--- config.mk ---
export PLATFORM = sky130hd
export DESIGN_NAME = key_event
export DESIGN_NICKNAME = d
export VERILOG_FILES = /design/src/rtl/key_pkg.sv /design/src/rtl/key_tick_gen.sv /design/src/rtl/key_event.sv
export SDC_FILE = /design/constraint.sdc
export NUM_CORES = 1
export LEC_CHECK = 0
export CORE_MARGIN = 3
export CORE_UTILIZATION = 64
export CTS_CLUSTER_SIZE = 24
export DETAILED_ROUTE_END_ITERATION = 6
export PLACE_DENSITY = 0.83
export SYNTH_ARGS = -nofsm -noshare
export SYNTH_HDL_FRONTEND = slang
export SYNTH_SLANG_ARGS = --single-unit
--- constraint.sdc ---
create_clock -name clk -period 3.6 [get_ports clk]
set_input_delay 0.9 -clock clk [delete_from_list [all_inputs] [get_ports clk]]
set_output_delay 0.9 -clock clk [all_outputs]
set_load 0.005 [all_outputs]
--- src/rtl/key_pkg.sv ---
// key_pkg -- shared definitions for the key event classifier.
//   MS_W / ms_t        : width and type of the millisecond counters
//   ST_*               : 3-bit state encodings of the event FSM
//   key_state_t        : FSM state type built on those encodings
//   DEF_*              : default timing constants (50 MHz clock, 1 ms tick)
package key_pkg;

  localparam int MS_W = 16;
  typedef logic [MS_W-1:0] ms_t;
  localparam ms_t MS_MAX = '1;

  localparam int unsigned DEF_TICK_DIV  = 50000;
  localparam int unsigned DEF_LONG_MS   = 1000;
  localparam int unsigned DEF_DBL_MS    = 300;
  localparam int unsigned DEF_REPEAT_MS = 200;

  localparam logic [2:0] ST_IDLE   = 3'd0;
  localparam logic [2:0] ST_PRESS1 = 3'd1;
  localparam logic [2:0] ST_GAP    = 3'd2;
  localparam logic [2:0] ST_PRESS2 = 3'd3;
  localparam logic [2:0] ST_LONG   = 3'd4;

  typedef enum logic [2:0] {
    IDLE   = ST_IDLE,
    PRESS1 = ST_PRESS1,
    GAP    = ST_GAP,
    PRESS2 = ST_PRESS2,
    LONG   = ST_LONG
  } key_state_t;

endpackage

--- src/rtl/key_tick_gen.sv ---
// key_tick_gen -- free-running prescaler producing a 1 ms tick.
//   clk   : system clock
//   reset : asynchronous active-high reset
//   tick  : high for one cycle each time the counter wraps from TICK_DIV-1 to 0
module key_tick_gen
  import key_pkg::*;
#(
  parameter int unsigned TICK_DIV = DEF_TICK_DIV
) (
  input  logic clk,
  input  logic reset,
  output logic tick
);

  localparam int unsigned CW = (TICK_DIV > 1) ? $clog2(TICK_DIV) : 1;
  localparam logic [CW-1:0] LAST = CW'(TICK_DIV - 1);

  logic [CW-1:0] cnt_reg;

  always_ff @(posedge clk or posedge reset) begin
    if (reset)
      cnt_reg <= '0;
    else if (cnt_reg == LAST)
      cnt_reg <= '0;
    else
      cnt_reg <= cnt_reg + CW'(1);
  end

  // Decoded straight from the counter register, so it is glitch-free and
  // exactly one cycle wide per period.
  assign tick = (cnt_reg == LAST);

endmodule

--- src/rtl/key_event.sv ---
// key_event -- classifies a debounced key into single click, double click,
// long press and (optionally) auto-repeat events.
//   clk          : system clock
//   reset        : asynchronous active-high reset
//   press        : debounced key level, 1 = pressed
//   short_pulse  : one-cycle pulse, confirmed single click
//   double_pulse : one-cycle pulse, confirmed double click
//   long_pulse   : one-cycle pulse when a hold reaches LONG_MS
//   repeat_pulse : one-cycle pulse every REPEAT_MS while a long hold continues
//   held         : level, high while a long press is in progress
// Build option: define KEY_REPEAT_EN to include the auto-repeat counter;
// otherwise repeat_pulse is constant 0.
module key_event
  import key_pkg::*;
#(
  parameter int unsigned TICK_DIV  = DEF_TICK_DIV,
  parameter int unsigned LONG_MS   = DEF_LONG_MS,
  parameter int unsigned DBL_MS    = DEF_DBL_MS,
  parameter int unsigned REPEAT_MS = DEF_REPEAT_MS
) (
  input  logic clk,
  input  logic reset,
  input  logic press,
  output logic short_pulse,
  output logic double_pulse,
  output logic long_pulse,
  output logic repeat_pulse,
  output logic held
);

  if (TICK_DIV < 1 || LONG_MS < 1 || DBL_MS < 1 || REPEAT_MS < 1) begin : g_param_check
    $error("key_event: all timing parameters must be at least 1");
  end

  localparam ms_t LONG_LAST = ms_t'(LONG_MS - 1);
  localparam ms_t DBL_LAST  = ms_t'(DBL_MS - 1);

  key_state_t state_reg, state_next;
  ms_t        ms_cnt_reg;
  logic       press_q_reg;
  logic       armed_reg;
  logic       tick;
  logic       rise, fall;
  logic       short_next, double_next, long_next;
  logic       short_reg, double_reg, long_reg, held_reg;

  key_tick_gen #(
    .TICK_DIV(TICK_DIV)
  ) u_tick (
    .clk  (clk),
    .reset(reset),
    .tick (tick)
  );

  // armed_reg stays low after reset until the key has been seen released,
  // so a key already held when reset drops never produces a rise.
  always_ff @(posedge clk or posedge reset) begin
    if (reset) begin
      press_q_reg <= 1'b0;
      armed_reg   <= 1'b0;
    end else begin
      press_q_reg <= press;
      if (!press)
        armed_reg <= 1'b1;
    end
  end

  assign rise = press & ~press_q_reg & armed_reg;
  assign fall = ~press & press_q_reg;

  always_ff @(posedge clk or posedge reset) begin
    if (reset)
      state_reg <= IDLE;
    else
      state_reg <= state_next;
  end

  // Edges are tested before timeouts so a release landing on the timeout
  // tick counts as a release.
  always_comb begin
    state_next  = state_reg;
    short_next  = 1'b0;
    double_next = 1'b0;
    long_next   = 1'b0;
    case (state_reg)
      IDLE: begin
        if (rise)
          state_next = PRESS1;
      end
      PRESS1: begin
        if (fall) begin
          state_next = GAP;
        end else if (tick && ms_cnt_reg == LONG_LAST) begin
          state_next = LONG;
          long_next  = 1'b1;
        end
      end
      GAP: begin
        if (rise) begin
          state_next = PRESS2;
        end else if (tick && ms_cnt_reg == DBL_LAST) begin
          state_next = IDLE;
          short_next = 1'b1;
        end
      end
      PRESS2: begin
        if (fall) begin
          state_next  = IDLE;
          double_next = 1'b1;
        end else if (tick && ms_cnt_reg == LONG_LAST) begin
          state_next = LONG;
          long_next  = 1'b1;
        end
      end
      LONG: begin
        if (fall)
          state_next = IDLE;
      end
      default: state_next = IDLE;
    endcase
  end

  // Any transition restarts the time base, including one that coincides
  // with a tick: that tick is absorbed rather than counted in the new state.
  always_ff @(posedge clk or posedge reset) begin
    if (reset)
      ms_cnt_reg <= '0;
    else if (state_next != state_reg)
      ms_cnt_reg <= '0;
    else if (tick && ms_cnt_reg != MS_MAX)
      ms_cnt_reg <= ms_cnt_reg + ms_t'(1);
  end

  always_ff @(posedge clk or posedge reset) begin
    if (reset) begin
      short_reg  <= 1'b0;
      double_reg <= 1'b0;
      long_reg   <= 1'b0;
      held_reg   <= 1'b0;
    end else begin
      short_reg  <= short_next;
      double_reg <= double_next;
      long_reg   <= long_next;
      held_reg   <= (state_next == LONG);
    end
  end

  assign short_pulse  = short_reg;
  assign double_pulse = double_reg;
  assign long_pulse   = long_reg;
  assign held         = held_reg;

`ifdef KEY_REPEAT_EN
  localparam ms_t REP_LAST = ms_t'(REPEAT_MS - 1);

  ms_t  rep_cnt_reg;
  logic repeat_reg;
  logic stay_long;

  // Only ticks spent wholly inside LONG count; the tick that entered LONG
  // and a tick coinciding with the release are both excluded.
  assign stay_long = (state_reg == LONG) && (state_next == LONG);

  always_ff @(posedge clk or posedge reset) begin
    if (reset) begin
      rep_cnt_reg <= '0;
      repeat_reg  <= 1'b0;
    end else begin
      repeat_reg <= 1'b0;
      if (state_next == LONG && state_reg != LONG) begin
        rep_cnt_reg <= '0;
      end else if (stay_long && tick) begin
        if (rep_cnt_reg == REP_LAST) begin
          rep_cnt_reg <= '0;
          repeat_reg  <= 1'b1;
        end else begin
          rep_cnt_reg <= rep_cnt_reg + ms_t'(1);
        end
      end
    end
  end

  assign repeat_pulse = repeat_reg;
`else
  assign repeat_pulse = 1'b0;
`endif

endmodule

=== After elaboration in Yosys (flattened, before gate mapping) ===
Index checks and enable logic that the tools add are counted.

* Flip-flop bits (word level): 41
* Input port bits: 3
* Output and inout bits: 5

* $add $sub $neg: 2
* Equality and inequality tests: 10
* Mux-type cells: 19
* Bitwise operators: 5
* Reductions and logical operators: 6

{| class="wikitable"
|+ Operators by type and width
! kind !! count
|-
| 16-bit two-way mux || 3
|-
| 16-bit by 1-bit adder with 16-bit output, second input constant || 2
|-
| 3-bit two-way mux || 7
|-
| 16-bit by 10-bit equality test with 1-bit output, second input constant || 1
|-
| 16-bit equality test, second input constant || 1
|-
| 16-bit by 9-bit equality test with 1-bit output, second input constant || 1
|-
| 16-bit != test, second input constant || 1
|-
| 3-bit case mux with 5 select lines || 1
|-
| 1-bit two-way mux || 8
|-
| 3-bit by 2-bit equality test with 1-bit output, second input constant || 2
|-
| 3-bit equality test, second input constant || 2
|-
| 1-bit AND || 3
|-
| 3-bit by 1-bit equality test with 1-bit output, second input constant || 1
|-
| 1-bit logical AND || 3
|-
| 3-bit logical NOT || 1
|-
| 3-bit != test || 1
|-
| 1-bit inverter || 2
|-
| 2-bit nonzero test || 1
|-
| 2-bit OR reduction || 1
|}

=== Depth between registers and ports, before layout ===
* Depth in word-level cells: 7
* Depth in mapped cells: 7
* Gate-level depth less buffers: 6

=== Modules after synthesis ===
From an unflattened synthesis, not the netlist that was laid out.

* Cell total of the unflattened synthesis: 211
* Area, all modules: 2113.3 µm²

{| class="wikitable"
|+ By module, submodules not included
! module !! instances !! cells each !! area each (µm²) !! sequential area each (µm²)
|-
| key_event || 1 || 143 || 1356.3 || 625.6
|-
| key_tick_gen || 1 || 68 || 757.0 || 400.4
|}

=== Worst setup path after synthesis ===
No wires, ideal clock.

* Path type: register -> register
* From: register u_tick.cnt_reg[4]
* To: register ms_cnt_reg[10]
* Arrival: 2.204 ns
* Data required time: 3.481 ns
* Slack: 1.277 ns
* Stages on the path, launching flop included: 7
* Buffers on the path: 1
* Path through: dfrtp_1 or4b_1 nor4_4 nand4_1 a211oi_2 buf_4 nor2_1

* Longest elaborated chain between the ends: 7

{| class="wikitable"
|+ Ends and longest elaborated chain
! element !! line !! text
|-
| from (decl) || key_tick_gen.sv:18 || <nowiki>logic [CW-1:0] cnt_reg;</nowiki>
|-
| from (signal assigned) || key_tick_gen.sv:26 || <nowiki>cnt_reg <= cnt_reg + CW'(1);</nowiki>
|-
| 16-bit equality test (*) || key_tick_gen.sv:31 || <nowiki>assign tick = (cnt_reg == LAST);</nowiki>
|-
| 1-bit logical AND, on equally long branches || key_event.sv:93, key_event.sv:110, key_event.sv:101 ||
|-
| 3-bit two-way mux, on equally long branches || key_event.sv:93, key_event.sv:110, key_event.sv:101 ||
|-
| 3-bit two-way mux, on equally long branches || key_event.sv:107, key_event.sv:91, key_event.sv:99 ||
|-
| 3-bit case mux with 5 select lines || key_event.sv:85 || <nowiki>case (state_reg)</nowiki>
|-
| 3-bit != test || key_event.sv:128 || <nowiki>else if (state_next != state_reg)</nowiki>
|-
| 16-bit two-way mux / 2-bit nonzero test (equally long branches) || -- ||
|-
| to (signal assigned) || key_event.sv:131 || <nowiki>ms_cnt_reg <= ms_cnt_reg + ms_t'(1);</nowiki>
|-
| to (decl) || key_event.sv:39 || <nowiki>ms_t ms_cnt_reg;</nowiki>
|}

Mark *: on every way between the ends. The rest lies on a longest branch, timed or not.
A chain may end at the register's enable or synchronous reset.

=== Final worst setup path ===
* From: register u_tick.cnt_reg[4]
* To: register ms_cnt_reg[5]

Same word-level chain as after synthesis.

==> impl_metrics.py <==
metrics = {
    "logic_synthesis": {
        "yosysSeqAreaShare_pct": 49.1,
        "syn-cell-area_sq_um": 2090,
        "synthArstFlopShare_pct": 100,
        "synthFlopType": "dfrtp_1",
        "synth.top_cells.by_count": "41 x dfrtp_1, 30 x nor2_1, 18 x xor2_1",
        "synthSimpleGateAreaFrac_pct": 26.9,
        "synth_top_family_by_area": "simple AND/OR/NAND/NOR gates",
        "synthCells": 210,
        "yosys-top-cells-area": "dfrtp_1 49%, xor2_1 7.5%, nor2_1 5.4%",
        "synth_top_cell_by_area": "dfrtp_1",
        "synth_xor_xnor_area_share_pct": 11.3,
        "synth.most_common_cell": "dfrtp_1",
        "synth_top_area_share_pct": 49.1,
        "synth-edff-count": 0,
        "syn_nets": 215,
        "synthMuxAreaShare_pct": 0.479,
        "synth-compound-area-share_pct": 7.84,
        "avgSynthCellArea_sq_um": 9.95,
        "ys_ff_latch": 41,
        "ys_warn_count": 0,
        "synthAdderAreaFrac_pct": 1.20,
        "synth_cell_types": 42,
    },
    "timing": {
        "final_max_slew_viol_count": 0,
        "max_freq_mhz": 412,
        "finClkSkew_ns": 0.00381,
        "hold_violations": 0,
        "period_share_pct": 67.4,
        "rsz0062_at_grt": "no",
        "finalCriticalPeriod_ns": 2.43,
        "tightestPinTransition_ns": 0.593,
        "max_slew_margin_pct": 60.4,
        "setup_violations": 0,
        "tns_ns": 0,
    },
    "clock_tree": {
        "cts_made_buffers": 5,
        "clock_path_buffers": 2,
        "htree_levels": 2,
        "cts_setup_buffers": 0,
        "cts_resized": 0,
        "root_buffer": "clkbuf_4",
        "cts.sinks": 41,
        "clk_latency_ns": 0.34,
        "cts_tree": "yes",
        "path_clk_slew_ns": 0.11,
        "cts_hold_buf": 0,
    },
    "finish": {
        "antenna_cells": 0,
        "drive_above_1_share_pct": 5.99,
        "area_delta_synth_final_pct": 7.19,
        "nets": 222,
        "final_core_util_pct": 72.8,
    },
    "drt": {
        "vias_per_cell": 6.14,
        "drc": 0,
        "drt_first_pass_iters": 4,
        "post_drt_wl_per_cell_microns": 15.0,
        "drtIter0Drc": 190,
        "drt_wl_total_microns": 3910,
        "ant_nets": 0,
        "vias": 1602,
    },
    "die": {
        "die_area_sq_um": 3990,
        "io_pins": 8,
        "die_w_microns": 63.1,
        "initial_core_util_pct": 67.9,
        "die_h_microns": 63.1,
        "core_area_sq_um": 3080,
        "placementRows": 20,
    },
    "global_routing": {
        "grt_max_degree": 29,
        "gr-usage-met1_pct": 28.8,
        "grtUsageMet3_pct": 4.99,
        "grt_remaining_overflow": 0,
        "grt_pass1_vias": 1522,
        "grt_first_pass_wirelength_microns": 7020,
        "grt.busiest_layer": "met2",
        "grt_usage_pct": 22.1,
        "antenna_found_initial": 0,
        "grt_use_met2_pct": 36.0,
    },
    "job": {
        "maxCapViolCount": 0,
    },
    "setup_path": {
        "critPathRequiredTime_ns": 3.88,
        "end_kind": "flip-flop",
        "crit_arrival_ns": 2.71,
        "critPathKind": "reg -> reg",
        "startpoint_type": "flip-flop",
        "path_max_fanout": 28,
        "crit-reg2reg-launch": "u_tick.cnt_reg[4]",
        "crit_start": "u_tick.cnt_reg[4]",
    },
    "status": {
        "outcome": "finished clean",
    },
    "pwr": {
        "ir_worst_vdd_mv": 0.256,
        "p_leak_nw": 0.996,
        "powerDensity_nw_per_um2": 353,
    },
    "placed_design": {
        "io_buffers": 6,
        "place.gp.congestion": 0.884,
        "post-dp-hpwl_microns": 2710,
    },
    "hold_path": {
        "hp-class": "reg -> reg",
        "hold_path_startpoint": "armed_reg",
    },
}
[cell usage in the layout, fill, tap and decap left out, types with 5 or more instances in the layout]
master / instances
nand3b_1: 5
nand2_1: 10
xnor2_1: 9
clkdlybuf4s50_1: 6
dfrtp_1: 41
xor2_1: 18
o211ai_1: 5
clkbuf_4: 5
and3_1: 7
nand3_1: 11
nand4_1: 11
nor2_1: 30
inv_1: 5
[metal layers]
metal	share of wire (%)	vias to the layer above
li1	-	752
met1	45	796
met2	49	45
met3	4.5	9
met4	1.4	0
met5	0	-
[final cells by class]
type	count	area, sq um
sequential	41	1030
inverter	5	18.8
timing repair buffer	9	82.6
multi-input combinational	155	1000
tap	44	55.1
fill	225	838
clock buffer	7	55.1
[critical path, cell delays in order (launching register included)]
cell and delay, ns:
dfrtp_1 0.41, or4b_1 0.57, nor4_4 0.28, buf_4 0.33, o21ai_1 0.21, or4_1 0.42
a21oi_1 0.14
[kinds of logic (layout without fill, tap and decap cells)]
group	count (synthesis)	after routing
adders and majority gates	2	2
xor gates and xnor gates	27	27
AOI/OAI and AO/OA	23	23
muxes	1	1
DFF	41	41
buffers and inverters	14	21
other	1	1
and+or+nand+nor	101	101
[path summary, 6_finish.rpt]
kind	slack [ns]	endpoint	depth (start not counted)
worst max-delay path	1.17	ms_cnt_reg[5]	6
worst min-delay path	0.47	armed_reg	1
worst max register to register	1.17	ms_cnt_reg[5]	6
worst min register to register	0.47	armed_reg	1
max in group asynchronous	1.94	ms_cnt_reg[13]	3
min in group asynchronous	0.91	short_pulse	2
[where the power goes]
| group | internal, W | switching (W) |
|---|---|---|
| clock | 0.0000924 | 0.000140 |
| sequential | 0.000469 | 0.0000170 |
| combinational | 0.0000278 | 0.0000435 |
| total | 0.000590 | 0.000201 |
[per-stage QoR]
stage	instance area, sq um	hold slack (ns)	total power (W)	worst slack [ns]	instances
6_report	2240	0.473	0.000790	1.17	261
5_1_grt	2240	0.486	0.000829	1.03	261
4_1_cts	2240	0.477	0.000796	1.19	261
3_5_place_dp	2180	0.448	0.000564	1.06	254
3_3_place_gp	2180	0.442	0.000558	1.22	254
2_1_floorplan	2090	0.426	0.000543	1.28	210
Power figures use the tool's default switching activity.
==> RTL edit: new RTL, same settings <==
Register the input `press` before use, cleared by the reset. The logic sees it one clock later.
--- a/src/rtl/key_event.sv
+++ b/src/rtl/key_event.sv
@@ -27,6 +27,16 @@
   output logic repeat_pulse,
   output logic held
 );
+
+  logic press_q;
+
+  always_ff @(posedge clk or posedge reset) begin
+    if (reset) begin
+      press_q <= '0;
+    end else begin
+      press_q <= press;
+    end
+  end
 
   if (TICK_DIV < 1 || LONG_MS < 1 || DBL_MS < 1 || REPEAT_MS < 1) begin : g_param_check
     $error("key_event: all timing parameters must be at least 1");
@@ -59,14 +69,14 @@
       press_q_reg <= 1'b0;
       armed_reg   <= 1'b0;
     end else begin
-      press_q_reg <= press;
-      if (!press)
+      press_q_reg <= press_q;
+      if (!press_q)
         armed_reg <= 1'b1;
     end
   end
 
-  assign rise = press & ~press_q_reg & armed_reg;
-  assign fall = ~press & press_q_reg;
+  assign rise = press_q & ~press_q_reg & armed_reg;
+  assign fall = ~press_q & press_q_reg;
 
   always_ff @(posedge clk or posedge reset) begin
     if (reset)
Formal check against the unedited RTL: not equivalent (a bounded check fails within 10 cycles, from zero or initial values and one cycle with reset high).
==> RTL edit against the unedited design <==
Total power rose by 2.8%; combinational power rose by 8.3%; setup slack got worse by 0.45 ns; cell area rose by 4.0%; routed wire length rose by 9.7%; sequential cell count rose by 1; area after synthesis rose by 3.6%; clock power rose by 2%; global-route usage rose by 1.8 points; final cell count rose by 5.7%; count of clock-buffer cells in the layout did not move; critical endpoint is now ms_cnt_reg[3]; largest cell class is now multi-input gates.
==> RTL edit: results (changes against the unedited design) <==
Post-Synth Adder-Cell Area: 1.156% (-0.042 points)
routed metal-1 wire length: 1.839 mm (+4.8%)
Placed Cells: 268 (+5.5%)
Final Wtd Congestion: 0.8639 (-2.2%)
synth cell count leaders: dfrtp_1, nor2_1, nand2_1
DP HPWL: 3.158 mm (+16%)
global-route wire length before repair: 7.590 mm (+8.1%)
Non-Filler Instances: 276 (+5.7%)
crit-path max FO: 6 (-79%)
NetSw: 0.2079 mW (+3.5%)
drt total wl: 4.288 mm (+9.7%)
CP top delay family: simple AND/OR/NAND/NOR gates
total leakage power: 0.9408 nW (-5.5%)
Clock Skews: 0.009344 ns (+0.005536 ns)
Mapped Nets: 227 (+5.6%)
vias in the first global route: 1630 (+7.1%)
Synth area leaders: dfrtp_1, xor2_1, nor2_1
Synth Area in XOR/XNOR: 8.902% (-2.4 points)
status: complete, no violations
Netlist cell types: 44 (+4.8%)
dpl ws: 0.7818 ns (-0.2823 ns)
Logic power comb: 0.0772 mW (+8.3%)
CP max stage cell: o32ai_1
P_clk: 0.238 mW (+2%)
slew margin rel.: 46.84% (-14 points)
Peak VDD IR: 242.7 uV (-5.3%)
GRT Resource Usage Total: 23.94% (+1.8 points)
Post-Syn Instances: 222 (+5.7%)
met2 wire len: 2.140 mm (+11%)
slowest stage delay, CP: 0.73 ns (+0.16 ns)
global routing usage on met1: 31.24% (+2.4 points)
Iter 0 DRT Violations: 144 (-24%)
largest net degree at the start of global routing: 26 (-10%)
Comb pwr share: 9.5% (+0.5 points)
sequential fraction of the synthesis area: 48.55% (-0.55 points)
==> RTL edit: cell count changes after synthesis, sizes merged, moves of 3 or more <==
cell,change
a31oi,-3
nand2,+6
and2,-3
or3,+8
nor4,+3
clkbuf,-3
or4,+4
a21oi,+7
o211ai,-5
a211oi,-3
xor2,-4
o21ai,+4
==> RTL edit: worst paths after layout <==
check                         startpoint            end  slack, ns
setup / recovery           ms_cnt_reg[4]  ms_cnt_reg[3]       0.72
hold reg to reg                  press_q    press_q_reg       0.47
setup reg to reg           ms_cnt_reg[4]  ms_cnt_reg[3]       0.72
max in group asynchronous          reset  ms_cnt_reg[1]       1.93
min in group asynchronous          reset     long_pulse       0.92
hold / removal                   press_q    press_q_reg       0.47
==> RTL edit: area by class of cell <==
type                    count  area share (%)
well taps                  44           2.364
inverters                   3          0.4836
multi-input cells         170           45.89
clock buffers               7           2.364
repair buffers              9           3.546
clock inverters             1          0.2149
flip-flops and latches     42           45.14
